### config.mk
export PLATFORM = sky130hd
export DESIGN_NAME = aes_link_ctrl
export DESIGN_NICKNAME = d
export VERILOG_FILES = /design/src/rtl/aes_link_ctrl.sv
export SDC_FILE = /design/constraint.sdc
export NUM_CORES = 1
export LEC_CHECK = 0
export CAP_MARGIN = 5
export CORE_MARGIN = 2
export CORE_UTILIZATION = 47
export CTS_CLUSTER_DIAMETER = 30
export DETAILED_ROUTE_END_ITERATION = 12
export GPL_ROUTABILITY_DRIVEN = 0
export GPL_TIMING_DRIVEN = 0
export PLACE_DENSITY_LB_ADDON = 0.15
export SLEW_MARGIN = 10
export SYNTH_ARGS = -nofsm -noshare
export SYNTH_HDL_FRONTEND = slang
export SYNTH_SLANG_ARGS = --single-unit
### constraint.sdc
create_clock -name clk -period 2.4 [get_ports clk]
set_input_delay 0.36 -clock clk [delete_from_list [all_inputs] [get_ports clk]]
set_output_delay 0.36 -clock clk [all_outputs]
set_load 0.1 [all_outputs]
### src/rtl/aes_link_ctrl.sv
// Sequencer between the RS232 receive path, the AES core and the RS232 transmit path.
// Assembles the key and data blocks, starts the AES core, and serialises each result MSB byte first.
module aes_link_ctrl #(
    parameter int unsigned TIMEOUT_W = 20,
    parameter int unsigned TIMEOUT   = 1000000
) (
    input  logic           clk,
    input  logic           rst,
    input  logic [63:0]    rx_data,
    input  logic           rx_valid,
    output logic [127:0]   aes_key,
    output logic [127:0]   aes_din,
    output logic           aes_start,
    input  logic           aes_done,
    input  logic [127:0]   aes_dout,
    output logic [7:0]     tx_byte,
    output logic           tx_send,
    input  logic           tx_busy,
    output logic           key_valid,
    output logic           overrun,
    output logic           err,
    output logic [2:0]     state_dbg
);

    localparam int unsigned BLK_W  = 128;
    localparam int unsigned PKT_W  = 64;
    localparam int unsigned BYTE_W = 8;
    localparam int unsigned IDX_W  = 4;

    localparam logic [TIMEOUT_W-1:0] WD_LAST  = TIMEOUT_W'(TIMEOUT - 1);
    localparam logic [IDX_W-1:0]     IDX_LAST = IDX_W'(15);

    typedef enum logic [2:0] {
        ST_KEY0  = 3'd0,
        ST_KEY1  = 3'd1,
        ST_DAT0  = 3'd2,
        ST_DAT1  = 3'd3,
        ST_START = 3'd4,
        ST_WAIT  = 3'd5,
        ST_SEND  = 3'd6,
        ST_TXW   = 3'd7
    } state_t;

    state_t               r_state;
    logic [BLK_W-1:0]     r_key;
    logic [BLK_W-1:0]     r_din;
    logic [BLK_W-1:0]     r_result;
    logic [IDX_W-1:0]     r_idx;
    logic [TIMEOUT_W-1:0] r_wd;
    logic [BYTE_W-1:0]    r_tx_byte;
    logic                 r_tx_send;
    logic                 r_aes_start;
    logic                 r_key_valid;
    logic                 r_overrun;
    logic                 r_err;

    state_t               w_state_nxt;
    logic [BLK_W-1:0]     w_key_nxt;
    logic [BLK_W-1:0]     w_din_nxt;
    logic [BLK_W-1:0]     w_result_nxt;
    logic [IDX_W-1:0]     w_idx_nxt;
    logic [TIMEOUT_W-1:0] w_wd_nxt;
    logic [BYTE_W-1:0]    w_tx_byte_nxt;
    logic                 w_tx_send_nxt;
    logic                 w_aes_start_nxt;
    logic                 w_key_valid_nxt;
    logic                 w_overrun_nxt;
    logic                 w_err_nxt;
    logic [BYTE_W-1:0]    w_byte_sel;
    logic                 w_busy_state;

    // Byte idx of the result, counted from the most significant end
    assign w_byte_sel = r_result[7'd127 - {r_idx, 3'b000} -: 8];

    assign w_busy_state = (r_state == ST_START) || (r_state == ST_WAIT) ||
                          (r_state == ST_SEND)  || (r_state == ST_TXW);

    always_comb begin
        w_state_nxt     = r_state;
        w_key_nxt       = r_key;
        w_din_nxt       = r_din;
        w_result_nxt    = r_result;
        w_idx_nxt       = r_idx;
        w_wd_nxt        = r_wd;
        w_tx_byte_nxt   = r_tx_byte;
        w_tx_send_nxt   = 1'b0;
        w_aes_start_nxt = 1'b0;
        w_key_valid_nxt = r_key_valid;
        w_overrun_nxt   = r_overrun;
        w_err_nxt       = r_err;

        case (r_state)
            ST_KEY0: begin
                if (rx_valid) begin
                    w_key_nxt[127:64] = rx_data;
                    w_state_nxt       = ST_KEY1;
                end
            end
            ST_KEY1: begin
                if (rx_valid) begin
                    w_key_nxt[63:0] = rx_data;
                    w_key_valid_nxt = 1'b1;
                    w_state_nxt     = ST_DAT0;
                end
            end
            ST_DAT0: begin
                if (rx_valid) begin
                    w_din_nxt[127:64] = rx_data;
                    w_state_nxt       = ST_DAT1;
                end
            end
            ST_DAT1: begin
                if (rx_valid) begin
                    w_din_nxt[63:0] = rx_data;
                    w_state_nxt     = ST_START;
                end
            end
            ST_START: begin
                w_aes_start_nxt = 1'b1;
                w_wd_nxt        = '0;
                w_state_nxt     = ST_WAIT;
            end
            ST_WAIT: begin
                // A done pulse beats a watchdog expiry in the same cycle
                if (aes_done) begin
                    w_result_nxt = aes_dout;
                    w_idx_nxt    = '0;
                    w_state_nxt  = ST_SEND;
                end else if (r_wd == WD_LAST) begin
                    w_err_nxt   = 1'b1;
                    w_state_nxt = ST_DAT0;
                end else begin
                    w_wd_nxt = r_wd + TIMEOUT_W'(1);
                end
            end
            ST_SEND: begin
                if (!tx_busy) begin
                    w_tx_byte_nxt = w_byte_sel;
                    w_tx_send_nxt = 1'b1;
                    w_state_nxt   = ST_TXW;
                end
            end
            ST_TXW: begin
                // r_tx_send is high only in the first TXW cycle, before tx_busy is trustworthy
                if (!r_tx_send && !tx_busy) begin
                    if (r_idx == IDX_LAST) begin
                        w_state_nxt = ST_DAT0;
                    end else begin
                        w_idx_nxt   = r_idx + IDX_W'(1);
                        w_state_nxt = ST_SEND;
                    end
                end
            end
            default: begin
                w_state_nxt = ST_KEY0;
            end
        endcase

        if (rx_valid && w_busy_state) begin
            w_overrun_nxt = 1'b1;
        end
    end

    always_ff @(posedge clk) begin
        if (rst) begin
            r_state     <= ST_KEY0;
            r_key       <= '0;
            r_din       <= '0;
            r_result    <= '0;
            r_idx       <= '0;
            r_wd        <= '0;
            r_tx_byte   <= '0;
            r_tx_send   <= 1'b0;
            r_aes_start <= 1'b0;
            r_key_valid <= 1'b0;
            r_overrun   <= 1'b0;
            r_err       <= 1'b0;
        end else begin
            r_state     <= w_state_nxt;
            r_key       <= w_key_nxt;
            r_din       <= w_din_nxt;
            r_result    <= w_result_nxt;
            r_idx       <= w_idx_nxt;
            r_wd        <= w_wd_nxt;
            r_tx_byte   <= w_tx_byte_nxt;
            r_tx_send   <= w_tx_send_nxt;
            r_aes_start <= w_aes_start_nxt;
            r_key_valid <= w_key_valid_nxt;
            r_overrun   <= w_overrun_nxt;
            r_err       <= w_err_nxt;
        end
    end

    assign aes_key   = r_key;
    assign aes_din   = r_din;
    assign aes_start = r_aes_start;
    assign tx_byte   = r_tx_byte;
    assign tx_send   = r_tx_send;
    assign key_valid = r_key_valid;
    assign overrun   = r_overrun;
    assign err       = r_err;
    assign state_dbg = r_state;

endmodule
# [Word level (Yosys, flattened, before mapping)]
# Cells that the tools add are included.
[op_classes] addsub=3 n_eq_ne=20 n_shift=1 muxes=19 bitwise_logic=3 reduce_logical=21
[op_table] cell="variable part select 135 x 8 -> 8 bit" n=1
[op_table] cell="two-way mux 20 bit" n=2
[op_table] cell="one-hot mux 20 bit (2 select lines)" n=1
[op_table] cell="two-way mux 3 bit" n=9
[op_table] cell="one-hot mux 3 bit (8 select lines)" n=1
[op_table] cell="adder 20 x 1 -> 20 bit, second input constant" n=1
[op_table] cell="equality test 20 bit, second input constant" n=1
[op_table] cell="!= test 2 bit, second input constant" n=9
[op_table] cell="equality test 3 bit, second input constant" n=4
[op_table] cell="two-way mux 4 bit" n=3
[op_table] cell="AND reduction 2 bit" n=6
[op_table] cell="one-hot mux 4 bit (2 select lines)" n=1
[op_table] cell="AND reduction 7 bit" n=1
[op_table] cell="subtractor 7 bit, first input constant" n=1
[op_table] cell="equality test 3 x 2 -> 1 bit, second input constant" n=2
[op_table] cell="AND reduction 3 bit" n=2
[op_table] cell="adder 4 x 1 -> 4 bit, second input constant" n=1
[op_table] cell="equality test 4 bit, second input constant" n=1
[op_table] cell="AND reduction 4 bit" n=1
[op_table] cell="nonzero test 2 bit" n=2
[op_table] cell="equality test 3 x 1 -> 1 bit, second input constant" n=1
[op_table] cell="zero test 3 bit" n=1
[op_table] cell="logical OR 1 bit" n=3
[op_table] cell="!= test 3 x 2 -> 1 bit, second input constant" n=1
[op_table] cell="other kinds (6)" n=11
[word_totals] regBits=424 out_inout_bits=272 word_cells=81

# [Longest topological paths before layout]
# Gate-level depths: netlist of the first run.
[depth] word_depth=5 depth_mapped=9

# [Worst setup path before layout of the first run]
# Ideal clock, no wire load.
[synth_path] path_kind="register -> register" startpoint="register r_state[0], in the netlist state_dbg[0]" endpoint="register r_wd[10]" arrival_ns=2.470 path_slack_ns=-0.140 path_stages_with_launch=7 path_buffers=1 period_less_slack_ns=2.540 path_cell_list="dfxtp_1 buf_2 inv_2 or2_1 a311o_1 or4_1 a21oi_1"
[synth_via] elab_chain_len=3 word_cells_on_any_way=7 classes_between="eq/ne: 4; mux: 1; reduce/logical: 2"
[synth_lines] item="start: declaration" line="44" source="state_t r_state;"
[synth_lines] item="start signal: assignment" line="179" source="r_state <= w_state_nxt;"
[synth_lines] item="equality test 3 bit" line="92" source="case (r_state)"
[synth_lines] item="!= test 2 bit (no source line) / nonzero test 2 bit (equally long branches)"
[synth_lines] item="AND reduction 3 bit (no source line)"
[synth_lines] item="end signal: assignment" line="184" source="r_wd <= w_wd_nxt;"
[synth_lines] item="end: declaration" line="49" source="logic [TIMEOUT_W-1:0] r_wd;"
# Several ways; a longest one is shown, not always the timed one.
# A chain may end at the register's enable or synchronous reset.

# [Worst setup path in the final report of the first run]
[layout_path] startpoint="register r_state[1], in the netlist state_dbg[1]" endpoint="register r_din[111], in the netlist aes_din[111]"
[layout_via] elab_chain_len=2
[layout_lines] item="equality test 3 x 2 -> 1 bit" line="92"
[layout_lines] item="AND reduction 2 bit (no source line)"
[layout_lines] item="end signal: assignment" line="181" source="r_din <= w_din_nxt;"
[layout_lines] item="end: declaration" line="46" source="logic [BLK_W-1:0] r_din;"
# Every way passes these cells.

==> results.py, run 1 <==
metrics = {
    "route": {
        "drt-initial-drc-count": 1083,
        "drc": 0,
        "wl_mm": 58.3,
        "viasPerCell": 5.34,
        "route.vias.total": 16200,
        "drt_first_pass_iters": 5,
        "wl_per_cell_microns": 19.2,
        "ant_nets": 0,
    },
    "synthesis": {
        "synth_area_leaders": "dfxtp_1 (53%), nand2_1 (19%), a21oi_1 (13%)",
        "yosysWarnings": 0,
        "synth_edf_count": 0,
        "synth.largest_area_cell": "dfxtp_1",
        "syn_nets": 2171,
        "synth.top_cell.area_share": 0.533,
        "yosysUniqueCellTypes": 48,
        "syn_area_per_cell_sq_um": 8.08,
        "syn-cell-area_sq_mm": 0.0159,
        "synth-seq-cells": 424,
        "yosysSeqAreaShare": 0.533,
        "async_flop_share": 0,
        "ys.flop_type": "dfxtp_1",
        "syn-instance-count": 1972,
    },
    "timing": {
        "finalCritPeriodShare": 1.00,
        "skew_ns": 0.0197,
        "slew_headroom": 0.245,
        "clock.fmax_mhz": 415,
        "rsz0062_at_grt": "yes",
        "slew_violations": 0,
        "fin_setup_tns_ns": -0.0108,
        "fin_crit_ns": 2.41,
        "layout_setup_ws_ns": -0.0108,
        "tightest_slew_ns": 1.14,
        "hold_viol": 0,
        "finalHoldWorstSlack_ns": 0.335,
        "setup_viol": 1,
    },
    "setup_path": {
        "path_common_cell": "clkbuf_1",
        "r2r-end": "aes_din[111]$_SDFFE_PP0P_",
        "reg2reg_from": "state_dbg[1]$_SDFFE_PP0P_",
        "cp.required_ns": 2.82,
        "worstRegToRegCells": 5,
        "r2r_slack_ns": -0.01,
        "cp-end-kind": "flop",
        "worstSetupStartpointType": "flop",
        "worstPathCellList": "clkbuf_1 -> nand3_1 -> clkbuf_1 -> nand2_1 -> a21oi_1",
        "crit_start": "state_dbg[1]$_SDFFE_PP0P_",
        "path_max_fanout": 10,
        "crit_type": "reg -> reg",
        "slowest_delay_ns": 0.72,
        "slowest_stage": "nand3_1",
        "arrival_ns": 2.83,
    },
    "power": {
        "power_density_mw_per_mm2": 930,
        "ir_worst_vdd_mv": 0.523,
        "p_leak_nw": 9.77,
    },
    "global_route": {
        "antenna_found_initial": 12,
        "grt_pass1_wl_mm": 87.4,
        "grt_max_degree": 12,
        "grtUsageMet3": 0.0739,
        "met2_usage": 0.546,
        "groute.usage.overall": 0.318,
        "grt_pass1_vias": 15700,
        "overflow": 0,
        "grt_util_met1": 0.361,
        "busiest_layer": "met2",
    },
    "die": {
        "die_area_sq_mm": 0.0354,
        "rows": 67,
        "coreArea_sq_mm": 0.0334,
        "start_util": 0.476,
        "dieHeight_microns": 188,
        "die_w_microns": 188,
        "ioPinCount": 469,
    },
    "placed_design": {
        "io_buffers": 468,
        "dp_hpwl_mm": 42.9,
        "placed_cell_area_sq_mm": 0.0212,
    },
    "hold_path": {
        "hold_path_end": "r_result[38]$_SDFFE_PP0P_",
        "holdCritStartpoint": "aes_dout[38]",
        "worst_hold_path.num_cells": 3,
        "holdCritPathClass": "in -> reg",
    },
    "finish": {
        "final_cell_mix": "nand2_1 (786), dfxtp_1 (422), a21oi_1 (402), dlygate4sd2_1 (249), clkdlybuf4s50_1 (199)",
        "final_common_cell": "nand2_1",
        "seq_area_sq_mm": 0.00849,
        "utilization": 0.715,
        "fillCellCount": 2662,
        "design_area_sq_mm": 0.0239,
        "multi_input_area_sq_mm": 0.00684,
        "drive_gt1_frac": 0.0818,
        "syn2layout_area_growth_pct": 50.1,
        "nets": 2716,
    },
    "flow_run": {
        "max_cap_violations": 0,
    },
    "clock_network": {
        "hold_buffers": 0,
        "h-tree-depth": 3,
        "path_clk_slew_ns": 0.05,
        "clock-sinks": 424,
        "post_cts_buffers": 0,
        "cts_tree": "done",
        "clk_latency_ns": 0.58,
        "cts-root-buf": "clkbuf_16",
        "cts_buffer_depth": 3,
        "numCtsBuffers": 78,
    },
    "status": {
        "violations": "negative setup slack",
        "status": "complete, but fails checks",
    },
}
-- flip-flops by register name, summed over array words and instances, names as in the netlist, 3 cells and up --
register	flops
aes_key	128
r_result	128
tx_byte	8
state_dbg	3
aes_din	128
r_idx	4
r_wd	20
-- layout make-up --
type / instances / area share
well taps: 448 / 0.0234
flip-flops and latches: 424 / 0.355
clock inverters: 50 / 0.0319
inverters: 4 / 0.000628
diodes: 10 / 0.00105
repair buffers: 468 / 0.185
plain buffers: 149 / 0.0250
clock buffers: 94 / 0.0918
multi-input cells: 1392 / 0.286
-- critical path, delay by kind of cell (launching register included) --
family / cells / cell delay [ns]
buffers and inverters: 2 / 0.84
AND/OR/NAND/NOR: 2 / 0.89
AO/OA/AOI/OAI: 1 / 0.09
flip-flops: 1 / 0.44
-- through the flow --
stage | setup slack, ns | power, mW | cells
final | -0.0108 | 22.3 | 3039
after global routing | -0.142 | 22.8 | 3037
after CTS | 0.000448 | 22.3 | 3031
after detailed placement | -0.521 | 10.3 | 2888
after global placement | -0.487 | 10.3 | 2888
after floorplan | 0.0964 | 9.29 | 1972
-- worst max-delay path by stage --
| stage | end | slack [ns] | cells past startpoint |
|---|---|---|---|
| after floorplan | aes_din[10]$_SDFFE_PP0P_ | 0.1 | 6 |
| after global placement | aes_key[17]$_SDFFE_PP0P_ | -0.49 | 7 |
| after detailed placement | aes_din[85]$_SDFFE_PP0P_ | -0.52 | 8 |
| after CTS | aes_din[89] | 0.0004 | 1 |
| after global routing | aes_key[8]$_SDFFE_PP0P_ | -0.14 | 6 |
| final | aes_din[111]$_SDFFE_PP0P_ | -0.01 | 5 |
-- cells by family after synthesis --
kind of cell               synth area share
DFF                                   0.533
xor gates and xnor gates            0.00220
and+or+nand+nor                       0.217
muxes                                0.0559
buffers and inverters                0.0386
adders and majority gates           0.00157
AOI/OAI and AO/OA                     0.152
-- per-layer routing --
layer	vias up	wire length [microns]
met2	769	28100
met1	7585	21600
met3	172	5190
met5	-	63
li1	7686	-
met4	6	3340
-- cell usage after synthesis (2+ instances only) --
cell,count
a31oi_1,6
buf_1,13
buf_2,17
or3_1,5
o21ai_1,3
nor4_1,2
nand3_1,16
o22ai_1,10
nand3b_1,2
xnor2_1,4
dfxtp_1,424
or4_1,4
a311oi_1,5
mux2i_1,17
o21ai_0,9
nor2b_1,3
nand2_1,786
nor2_1,27
and2_1,2
ha_1,2
a41oi_1,3
nand2b_1,3
o211ai_1,3
nor3_1,12
nand4b_1,2
a21boi_1,2
clkbuf_1,120
a21oi_1,402
inv_1,3
nand4_1,3
and3_1,5
buf_4,2
a21o_1,9
mux4_2,32
-- power by group --
part           internal, mW  switching, mW
Combinational         0.648           2.07
Sequential             7.25          0.115
Clock                  8.31           3.86
-- repair_timing --
action,4_1_cts,5_1_grt
endpoints found under the setup margin,385,213
endpoints found under the hold margin,0,0
resized for setup,254,30
Power figures use the tool's default switching activity.
==> run 2, diff against run 1 <==
ABC_AREA = 1   (was default)
CORE_UTILIZATION = 48   (was 47)
==> results.py, run 2 <==
metrics = {
    "route": {
        "drt-initial-drc-count": 1642,
        "drc": 0,
        "wl_per_cell_microns": 19.1,
        "route.vias.total": 18300,
        "viasPerCell": 5.46,
        "drt_first_pass_iters": 6,
        "wl_mm": 64.0,
        "ant_nets": 0,
    },
    "die": {
        "start_util": 0.485,
        "rows": 68,
        "die_area_sq_mm": 0.0362,
        "ioPinCount": 469,
        "coreArea_sq_mm": 0.0344,
        "dieHeight_microns": 190,
        "die_w_microns": 190,
    },
    "clock_network": {
        "cts-root-buf": "clkbuf_16",
        "clock-sinks": 424,
        "cts_buffer_depth": 3,
        "numCtsBuffers": 79,
        "path_clk_slew_ns": 0.05,
        "clk_latency_ns": 0.60,
        "h-tree-depth": 3,
        "cts_tree": "done",
    },
    "finish": {
        "utilization": 0.710,
        "seq_area_sq_mm": 0.00849,
        "final_common_cell": "nor2_1",
        "nets": 3018,
        "fin_cells": 3346,
        "design_area_sq_mm": 0.0244,
        "final_cell_mix": "nor2_1 (594), dfxtp_1 (424), o21ai_0 (320), dlygate4sd2_1 (271), nand2_1 (211)",
        "fillCellCount": 2850,
        "drive_gt1_frac": 0.0791,
        "multi_input_area_sq_mm": 0.00700,
        "syn2layout_area_growth_pct": 46.6,
    },
    "synthesis": {
        "async_flop_share": 0,
        "syn-instance-count": 2270,
        "synth_edf_count": 0,
        "ys.flop_type": "dfxtp_1",
        "synth.top_cell.area_share": 0.510,
        "syn_nets": 2469,
        "yosysUniqueCellTypes": 32,
        "synth.largest_area_cell": "dfxtp_1",
        "syn-cell-area_sq_mm": 0.0167,
        "synth_area_leaders": "dfxtp_1 (51%), nor2_1 (13%), o21ai_0 (9.6%)",
        "yosysWarnings": 0,
        "synth-seq-cells": 424,
        "syn_area_per_cell_sq_um": 7.34,
        "ys_top_cells_by_count": "nor2_1 (594), dfxtp_1 (424), o21ai_0 (320), nand2_1 (211), a21oi_1 (174)",
        "yosysSeqAreaShare": 0.510,
        "synth_most_common_cell": "nor2_1",
    },
    "timing": {
        "setup_viol": 0,
        "finalCritPeriodShare": 0.965,
        "clock.fmax_mhz": 432,
        "skew_ns": 0.0204,
        "hold_viol": 0,
        "slew_violations": 0,
        "tightest_slew_ns": 1.13,
        "slew_headroom": 0.252,
        "fin_crit_ns": 2.32,
        "layout_setup_ws_ns": 0.0838,
        "rsz0062_at_grt": "no",
    },
    "placed_design": {
        "io_buffers": 468,
        "dp_hpwl_mm": 47.0,
        "placedCellCount": 3193,
        "dp_slack_ns": -0.136,
        "placed_cell_area_sq_mm": 0.0219,
    },
    "setup_path": {
        "worstPathCellList": "dlygate4sd2_1",
        "path_max_fanout": 5,
        "worst-path-buf-inv": 1,
        "slowest_stage": "dlygate4sd2_1",
        "worstSetupStartpointType": "flop",
        "crit_type": "reg -> out",
        "cp.required_ns": 2.04,
        "cp-end-kind": "output pin",
        "cp_top_family": "buffers and inverters",
        "arrival_ns": 1.96,
        "slowest_delay_ns": 0.93,
    },
    "flow_run": {
        "max_cap_violations": 0,
    },
    "power": {
        "power_density_mw_per_mm2": 929,
        "ir_worst_vdd_mv": 0.656,
        "p_leak_nw": 10.4,
    },
    "global_route": {
        "grt_max_degree": 12,
        "antenna_found_initial": 10,
        "groute.usage.overall": 0.343,
        "grt_pass1_vias": 17500,
        "overflow": 0,
        "grt_pass1_wl_mm": 96.7,
    },
    "hold_path": {
        "holdCritPathClass": "in -> reg",
    },
    "status": {
        "status": "completed",
    },
}
-- run 2: final timing paths --
kind,startpoint,to,slack (ns),depth (start not counted)
min,aes_dout[61],r_result[61]$_SDFFE_PP0P_,0.37,3
min reg2reg,r_result[103]$_SDFFE_PP0P_,r_result[103]$_SDFFE_PP0P_,0.46,2
max,state_dbg[1]$_SDFFE_PP0P_,state_dbg[1],0.08,1
max reg2reg,state_dbg[0]$_SDFFE_PP0P_,aes_din[82]$_SDFFE_PP0P_,0.37,7
-- run 2: area by class of cell --
| type | instances | share of cell area |
|---|---|---|
| clock inverters | 52 | 0.0282 |
| inverters | 115 | 0.0178 |
| plain buffers | 168 | 0.0303 |
| multi-input cells | 1563 | 0.287 |
| well taps | 455 | 0.0233 |
| flip-flops and latches | 424 | 0.348 |
| diodes | 7 | 0.000717 |
| repair buffers | 468 | 0.178 |
| clock buffers | 94 | 0.0874 |
-- run 2: what timing repair did --
item	4_1_cts	5_1_grt
buffers inserted	0	0
endpoints found under the setup margin	271	1
resized for setup	271	1
hold buffers	0	0
-- run 2: cells by family (layout without fill, tap and decap cells) --
logic type,after synthesis,in the layout,synth area share
AO/OA/AOI/OAI,571,571,0.178
XOR/XNOR,2,2,0.00105
adder cells (fa/ha/maj),2,2,0.00150
buffers and inverters,283,897,0.0705
flip-flops,424,424,0.510
other,0,7,0
AND/OR/NAND/NOR,988,988,0.239
-- run 2: power by group --
group / switching [mW] / leakage, nW / total [mW] / internal (mW)
Combinational: 2.80 / 5.63 / 3.58 / 0.774
Clock: 3.92 / 1.34 / 11.6 / 7.69
Sequential: 0.147 / 3.44 / 7.47 / 7.33
Total: 6.88 / 10.4 / 22.7 / 15.8
-- run 2: routing by layer --
| layer | track usage | up-vias | wire, microns |
|---|---|---|---|
| met5 | 0 | - | 40 |
| met4 | 0.188 | 6 | 3340 |
| met3 | 0.105 | 209 | 6830 |
| met2 | 0.575 | 1035 | 30100 |
| met1 | 0.389 | 8442 | 23700 |
| li1 | - | 8564 | - |
-- run 2: through the flow --
step	setup TNS, ns	power, mW	hold WS, ns
6_report	0	22.7	0.369
5_1_grt	0	23.2	0.371
3_3_place_gp	-1.41	11.3	0.443
2_1_floorplan	0	10.1	0.429
3_5_place_dp	-5.16	11.3	0.447
4_1_cts	0	22.7	0.349
